--- src/rtl/alu_arbiter.sv ---
// alu_arbiter: round-robin arbiter/sequencer sharing one combinational 8-bit ALU
// between two requesters.
//
// Each accepted operation is registered onto alu_op/alu_a/alu_b, given one
// execute cycle, and its result/zero flag are returned on a response channel
// tagged with the requester ID.
//
// Ports:
//   clk, rst                  clock (rising edge), asynchronous active-high reset
//   req{0,1}_valid/ready      operation handshake per requester
//   req{0,1}_op/_a/_b         opcode and operands per requester
//   alu_op, alu_a, alu_b      registered operation presented to the ALU
//   alu_result, alu_zero      ALU outputs, captured at the end of the execute cycle
//   rsp_valid/ready           response handshake
//   rsp_id, rsp_data, rsp_zero  owner, captured result and zero flag
//   busy                      high whenever an operation is in flight
module alu_arbiter #(
  parameter int unsigned DATA_W = 8,
  parameter int unsigned OP_W   = 4
) (
  input  logic              clk,
  input  logic              rst,
  input  logic              req0_valid,
  output logic              req0_ready,
  input  logic [OP_W-1:0]   req0_op,
  input  logic [DATA_W-1:0] req0_a,
  input  logic [DATA_W-1:0] req0_b,
  input  logic              req1_valid,
  output logic              req1_ready,
  input  logic [OP_W-1:0]   req1_op,
  input  logic [DATA_W-1:0] req1_a,
  input  logic [DATA_W-1:0] req1_b,
  output logic [OP_W-1:0]   alu_op,
  output logic [DATA_W-1:0] alu_a,
  output logic [DATA_W-1:0] alu_b,
  input  logic [DATA_W-1:0] alu_result,
  input  logic              alu_zero,
  output logic              rsp_valid,
  input  logic              rsp_ready,
  output logic              rsp_id,
  output logic [DATA_W-1:0] rsp_data,
  output logic              rsp_zero,
  output logic              busy
);

  typedef enum logic [1:0] {StIdle, StExec, StResp} state_e;

  state_e state_q;
  logic   last_grant_q;
  logic   idle;
  logic   grant_id;

  // Grant decision. The rst term keeps both readies low while reset is held,
  // even though the state register already reads IDLE.
  always_comb begin
    idle       = (state_q == StIdle) && !rst;
    grant_id   = (req0_valid && req1_valid) ? ~last_grant_q : req1_valid;
    req0_ready = idle && req0_valid && !grant_id;
    req1_ready = idle && req1_valid && grant_id;
  end

  assign rsp_valid = (state_q == StResp);
  assign busy      = (state_q != StIdle);

  always_ff @(posedge clk or posedge rst) begin
    if (rst) begin
      state_q      <= StIdle;
      last_grant_q <= 1'b1;  // requester 0 wins the first contention
      alu_op       <= '0;
      alu_a        <= '0;
      alu_b        <= '0;
      rsp_id       <= 1'b0;
      rsp_data     <= '0;
      rsp_zero     <= 1'b0;
    end else begin
      case (state_q)
        StIdle: begin
          if (req0_valid || req1_valid) begin
            alu_op       <= grant_id ? req1_op : req0_op;
            alu_a        <= grant_id ? req1_a  : req0_a;
            alu_b        <= grant_id ? req1_b  : req0_b;
            rsp_id       <= grant_id;
            last_grant_q <= grant_id;
            state_q      <= StExec;
          end
        end
        StExec: begin
          rsp_data <= alu_result;
          rsp_zero <= alu_zero;
          state_q  <= StResp;
        end
        StResp: begin
          if (rsp_ready) begin
            state_q <= StIdle;
          end
        end
        default: state_q <= StIdle;
      endcase
    end
  end

endmodule

--- config.mk ---
export PLATFORM = sky130hd
export DESIGN_NAME = alu_arbiter
export DESIGN_NICKNAME = d
export VERILOG_FILES = /design/src/rtl/alu_arbiter.sv
export SDC_FILE = /design/constraint.sdc
export NUM_CORES = 1
export LEC_CHECK = 0
export ABC_AREA = 1
export BUFFER_PORTS_ARGS = -buffer_cell sky130_fd_sc_hd__buf_2
export CAP_MARGIN = 10
export CORE_AREA = 2 2 65 67
export DETAILED_ROUTE_END_ITERATION = 16
export DIE_AREA = 0 0 67 69
export PLACE_DENSITY = 0.78
export SLEW_MARGIN = 0
export SYNTH_ARGS = -nofsm -noshare
export SYNTH_HDL_FRONTEND = slang
export SYNTH_SLANG_ARGS = --single-unit
--- constraint.sdc ---
create_clock -name clk -period 1.8 [get_ports clk]
set_input_delay 0.36 -clock clk [delete_from_list [all_inputs] [get_ports clk]]
set_output_delay 0.36 -clock clk [all_outputs]
set_load 0.01 [all_outputs]
# Word level (Yosys, flattened, before mapping)
# Index checks and enable logic that the tools add are counted.
op_classes:
  n_bitwise: 1
  muxes: 7
  n_reduce_logical: 13
  eq_ne: 4
op_table:
  columns: ["op", "count"]
  rows:
  - ["two-way mux 8 bit", 2]
  - ["logical AND 1 bit", 6]
  - ["case mux 2 bit (3 select lines)", 1]
  - ["two-way mux 2 bit", 2]
  - ["two-way mux 4 bit", 1]
  - ["inequality test 2 x 1 -> 1 bit (second input constant)", 2]
  - ["AND reduction 2 bit", 2]
  - ["equality test 2 x 1 -> 1 bit (second input constant)", 1]
  - ["equality test 2 bit (second input constant)", 1]
  - ["logical NOT 1 bit", 2]
  - ["logical NOT 2 bit", 1]
  - ["nonzero test 2 bit", 1]
  - ["logical OR 1 bit", 1]
  - ["two-way mux 1 bit", 1]
  - ["NOT 1 bit", 1]
word_totals:
  out_inout_bits: 34
  input_bits: 54
  ff_bits: 33

# Logic depth before layout (Yosys ltp)
# Gate-level depths: netlist (run 1).
logic_depth:
  word_depth: 4
  ltp_mapped: 7
  ltp_nobuf: 6

# Worst setup path before layout (run 1)
# OpenSTA, ideal clock, no wires.
synth_path:
  path_type: "input port to output port"
  start: "input port rst"
  end: "output port req0_ready"
  n_path_buf: 0
  path_stages: 3
  setup_slack_ps: 31
  t_required_ps: 1440
  arrival_time_ps: 1409
  path_cell_list: "inv_1 nand3_1 nor2_1"
synth_via:
  elab_chain_len: 4
synth_rtl:
  columns: ["element", "line_no", "rtl"]
  rows:
  - ["start, declared", "22", "input logic rst,"]
  - ["logical NOT 1 bit (no line)", null, null]
  - ["logical AND 1 bit", "56", "idle = (state_q == StIdle) && !rst;"]
  - ["logical AND 1 bit (2 in a row)", "58", "req0_ready = idle && req0_valid && !grant_id;"]
  - ["end, declared", "24", "output logic req0_ready,"]
# No other way between the ends.

# Final worst setup path (run 1)
layout_path:
  start: "register last_grant_q"
  end: "output port req1_ready"
layout_via:
  elab_chain_len: 3
layout_rtl:
  columns: ["element", "line_no", "rtl"]
  rows:
  - ["start, declared", "49", "logic last_grant_q;"]
  - ["start signal, assigned", "83", "last_grant_q <= grant_id;"]
  - ["NOT 1 bit", "57", "grant_id = (req0_valid && req1_valid) ? ~last_grant_q : req1_valid;"]
  - ["two-way mux 1 bit", "57", null]
  - ["logical AND 1 bit", "59", "req1_ready = idle && req1_valid && grant_id;"]
  - ["end, declared", "29", "output logic req1_ready,"]
# No other way between the ends.

==> results of run 1 <==
[where the power goes]
group          leakage (nW)  internal, mW  switching [mW]
combinational          1.00         0.621           0.981
sequential            0.401          1.13           0.187
clock                0.0681         0.550           0.266
total                  1.47          2.30            1.43
[worst register-to-register path: stages, from the launching register on]
cell and delay, ns:
dfrtp_1 0.35, buf_4 0.18, inv_1 0.05, nand2_1 0.13
nor2_4 0.05, inv_2 0.28, nand2_1 0.10, nand2_1 0.09
[cell usage after synthesis]
cell	instances
nor2_1	5
nand3_1	50
nor2_4	1
inv_1	44
dfrtp_1	32
buf_1	2
buf_2	4
nand2_1	87
o21ai_0	1
inv_2	2
clkbuf_1	2
dfstp_2	1
buf_4	4
[metal layers]
metal,vias up,GRT usage (%)
met5,-,0
met4,0,5.90
met3,7,3.92
met2,73,28.9
met1,761,24.4
li1,879,-
[worst max path at each step]
stage	end	slack [ns]	depth (start not counted)
6_report	req1_ready	0.17	6
5_1_grt	req1_ready	0.06	6
4_1_cts	req1_ready	0.16	6
3_5_place_dp	req1_ready	0.42	6
3_3_place_gp	req1_ready	0.44	6
2_1_floorplan	req0_ready	0.03	3
[stage by stage]
| stage | hold slack (ns) | power, mW | utilization (%) | setup slack [ns] | area [µm²] |
|---|---|---|---|---|---|
| floorplan | 0.442 | 2.33 | - | 0.0310 | 1680 |
| global placement | 0.450 | 2.91 | 55.2 | 0.436 | 2160 |
| detailed placement | 0.454 | 2.96 | 55.2 | 0.417 | 2160 |
| CTS | 0.208 | 3.78 | 58.7 | 0.159 | 2300 |
| global route | 0.245 | 4.07 | 58.7 | 0.0581 | 2300 |
| finish | 0.197 | 3.73 | 58.7 | 0.171 | 2300 |
[layout make-up]
type                    count  area share (%)
repair buffers             94            21.3
clock buffers               5            3.00
flip-flops and latches     33            36.0
inverters                  46            7.52
clock inverters             3            2.83
well taps                  50            2.72
multi-input cells         144            26.6
[cells by family (layout without fill, tap and decap cells)]
kind of cell    Yosys count  after routing  share of synthesized area (%)
simple gates            143            143                           36.2
buf+inv                  58            148                           14.2
flops                    33             33                           49.3
compound gates            1              1                          0.298
[sequential cells by signal (all words and copies together) (netlist names)]
register      flops
alu_op            4
state_q           2
alu_a             8
rsp_data          8
alu_b             8
last_grant_q      1
rsp_zero          1
rsp_id            1
==> impl_results.md, run 1 <==
* Yosys Warn Count at 0
* Final GP Congestion at 0.740
* P&R area growth vs syn at 36.9%
* Number of synthesized register bits at 33
* Final setup viols at 0
* Post_cts resized at 0
* Max IR drop VDD at 0.000687 V
* Max layer used: met4
* Clock Latency Late Sink at 0.27 ns
* Crit start category: register
* DR DRC count at 0
* Crit path launch: last_grant_q
* Power Density at 1620 mW/mm²
* Num CTS Buffers at 5
* Cell variety after synth at 13
* Yosys top cell by area: dfrtp_1
* FILL cells at 378
* Required @ worst endpoint at 1.44 ns
* Crit path arrival time at 1.27 ns
* Slew @ Worst Pin at 0.412 ns
* Commonest non-fill, non-tap cells in the layout: nand2_1, buf_2, nand3_1
* FF-to-FF Start: state_q[0]
* Final net count at 378
* Antenna-violating nets left at 0
* Critical path endpoint category: primary output
* WL per Instance at 10.5 µm
* Number of global-route vias before repair at 1,553
* R2R setup slack at 0.50 ns
* Post-synthesis cell area at 0.00168 mm²
* Critical path class: reg -> out
* Initial DRC count at 117
* Fin crit period at 1.63 ns
* Area of the multi-input gates at 612 µm²
* Detail Route met2 WL at 1820 µm
* Seq/Total Area, Yosys at 49.3%
* Cell family with most CP delay: flip-flops
* Horiz. Die Dim at 67 µm
* Worst min path class: in -> async
* Status: complete, no violations
* Setup repair bufs after CTS at 0
* Worst Path Buf+Inv at 2
* Gr ovfl total at 0
* Syn_nets at 289
* Post-route insts no fill at 375
* Ranking of synthesized cells by area: dfrtp_1, nand2_1, nand3_1
* Pin count of the biggest net entering global routing at 34
* Clock transition at path regs at 0.06 ns
* Cells after Synth at 235
* Storage element area at 827 µm²
* First-pass GRT wire length at 6610 µm
* Cell Chain, Critical Path: nand2_1, nand2_1, inv_1, nand2_1, nor2_1, buf_2
* H-tree depth at 2
* RSZ-0062 raised after global routing: false
* Slowest cell on crit path: dfstp_2
* Final Slew Violations at 0
* R2R Path End: alu_a[6]
* Post-synth top area share at 47.8%
* Via count at 1,720
* Die area at 0.00462 mm²
* Share of cells above drive strength 1 at 32.6%
* TritonRoute pass-1 iters at 4
* Max Cap Viol at 0
* WL met3 at 298 µm
* Worst Skew at 0.00505 ns
* Post-synthesis area per instance at 7.13 µm²
* Initial antenna violation count at 0
* Reg2reg path depth at 7
* Max incr delay on CP at 0.54 ns
* Die height at 69 µm
* I/O pins at 88
* DPL Wire Length at 2940 µm
* # rows at 23
* CTS Buffer Depth at 2
* Fin crit share at 90.5%
* Initial Util at 42.8%
* Relative slew slack at 72.5%
* GRT Util Overall at 18.2%
* M1 wire length at 1770 µm
* Final Hold Viols at 0
* LEAKAGE at 1.47 nW
* Number of port buffers at 87
* CTS root buf: clkbuf_8
* Vias per std cell at 4.59
* Clock tree sinks at 33
* Drt total wl at 3930 µm
* CP max FO at 3
* Most frequent cell on the critical path: nand2_1
* N_diodes at 0
* Setup TNS at 0 ns
* Cell count after placement at 367
* Max Clk Rate at 614 MHz
* CTS tree: yes
* Number of hold-repair buffers added at the cts stage at 0
* Core ar. at 0.00391 mm²
No activity file was read; power rests on OpenSTA's default activity.
==> run 2: changes to the inputs <==
CELL_PAD_IN_SITES_DETAIL_PLACEMENT = 0   (was unset)
CELL_PAD_IN_SITES_GLOBAL_PLACEMENT = 1   (was unset)
CORE_AREA = 2 2 78 80   (was 2 2 65 67)
DIE_AREA = 0 0 80 82   (was 0 0 67 69)
PLACE_DENSITY = 0.79   (was 0.78)
==> run 2 against run 1 <==
Cell count rose by 6.7%; flip-flop and latch count did not move; fmax down 1.4%; clock-buffer cell count is 3 higher; critical path depth unchanged; sequential power about the same; first-iteration DRC count is 50% lower; combinational power hardly changed; design area shrank 0.60%; die area is 42% higher; critical path type unchanged; largest cell class unchanged; largest power group unchanged; highest routed layer unchanged.
==> impl_results.md, run 2 (synthesized netlist as in run 1, its figures left out) <==
* Status: complete, no violations
* # rows at 28
* Number of global-route vias before repair at 1,632
* Final Slew Violations at 0
* Post_cts resized at 0
* Share of cells above drive strength 1 at 32.0%
* Num CTS Buffers at 5
* N_diodes at 0
* CTS tree: yes
* Final GP Congestion at 0.701
* Core ar. at 0.00575 mm²
* Die area at 0.00656 mm²
* Worst min path class: in -> async
* Pin count of the biggest net entering global routing at 34
* Fin crit period at 1.65 ns
* Final net count at 378
* Setup TNS at 0 ns
* Drt total wl at 4410 µm
* Critical path class: reg -> out
* P&R area growth vs syn at 36.1%
* LEAKAGE at 1.44 nW
* DPL Wire Length at 3180 µm
* Final Hold Viols at 0
* Initial Util at 29.2%
* Pre-CTS WS at 0.148 ns
* Antenna-violating nets left at 0
* GRT Util Overall at 14.3%
* Critical path endpoint category: primary output
* Die height at 82 µm
* H-tree depth at 2
* R2R setup slack at 0.31 ns
* RSZ-0062 raised after global routing: false
* FF-to-FF Start: state_q[1]
* Post-route insts no fill at 400
* Number of hold-repair buffers added at the cts stage at 0
* Power Density at 1530 mW/mm²
* Horiz. Die Dim at 80 µm
* CP endpoint: req1_ready
* Gr ovfl total at 0
* Final setup viols at 0
* CTS Buffer Depth at 2
* Clock transition at path regs at 0.07 ns
* Clock Latency Late Sink at 0.28 ns
* I/O pins at 88
* Regs by FF count: alu_a x8, alu_b x8, rsp_data x8
* Slew @ Worst Pin at 0.530 ns
* Initial DRC count at 58
* Via count at 1,677
* Worst Skew at 0.00863 ns
* Crit start category: register
* Max IR drop VDD at 0.000443 V
* First-pass GRT wire length at 7250 µm
* Relative slew slack at 64.6%
* Fin crit share at 91.8%
* Crit path launch: last_grant_q
* R2R Path End: alu_b[6]
* Setup ws final at 0.147 ns
* Max Cap Viol at 0
* Reg2reg path depth at 6
* Number of port buffers at 87
* Commonest non-fill, non-tap cells in the layout: nand2_1, buf_2, nand3_1
* Post-Place Cell Area at 0.00219 mm²
* Initial antenna violation count at 0
* CP max FO at 3
* DR DRC count at 0
* Cell count after placement at 391
* Required @ worst endpoint at 1.44 ns
* WL per Instance at 11.0 µm
* Design area at 0.00228 mm²
* Crit path arrival time at 1.29 ns
* Vias per std cell at 4.19
* TritonRoute pass-1 iters at 4
* CTS root buf: clkbuf_8
* Max Clk Rate at 605 MHz
* Setup repair bufs after CTS at 0
* Clock tree sinks at 33
-- run 2: cell count changes in the layout (fill, tap and decap cells not counted) --
cell	previous run	this run
nor2_2	0	1
buf_4	7	6
clkbuf_8	5	6
clkinv_2	1	0
clkbuf_1	0	2
bufinv_16	2	0
-- run 2: through the flow --
stage,power [mW],util (%),hold WS [ns]
final,3.50,39.7,0.208
after global routing,3.84,39.7,0.239
after CTS,3.53,39.6,0.220
after detailed placement,2.95,38.0,0.454
after global placement,2.92,38.0,0.450
after floorplan,2.33,-,0.442
-- run 2: worst min-delay path by stage --
stage / startpoint / to / slack, ns
floorplan: last_grant_q / last_grant_q / 0.44
global placement: rsp_data[6] / rsp_data[6] / 0.45
detailed placement: rsp_data[6] / rsp_data[6] / 0.45
CTS: rst / rsp_data[2] / 0.22
global route: rst / alu_a[5] / 0.24
finish: rst / rsp_data[1] / 0.21
-- run 2: power by group --
group	switching [mW]	internal [mW]	leakage, nW	total (mW)
Sequential	0.191	1.13	0.401	1.32
Combinational	1.01	0.614	0.996	1.62
Clock	0.248	0.312	0.0455	0.560
Total	1.45	2.05	1.44	3.50
-- run 2: area by class of cell --
class / instances / area [µm²]
timing repair buffer: 93 / 480
clock buffer: 8 / 90.1
fill: 635 / 3460
sequential: 33 / 827
inverter: 46 / 173
tap: 75 / 93.8
multi-input combinational: 145 / 618
-- run 2: critical path, cell delays in order (launching register included) --
cell     delay [ns]
dfstp_2        0.54
nand2_1        0.06
nand2_1        0.07
inv_1          0.06
nand2_1        0.10
nor2_1         0.05
buf_2          0.13
-- run 2: layer usage --
metal,share of wire (%),GRT usage (%),vias up
li1,-,-,880
met1,47,17.9,742
met2,47,24.1,53
met3,6.3,4.40,2
met4,0.34,3.56,0
met5,0,0,-
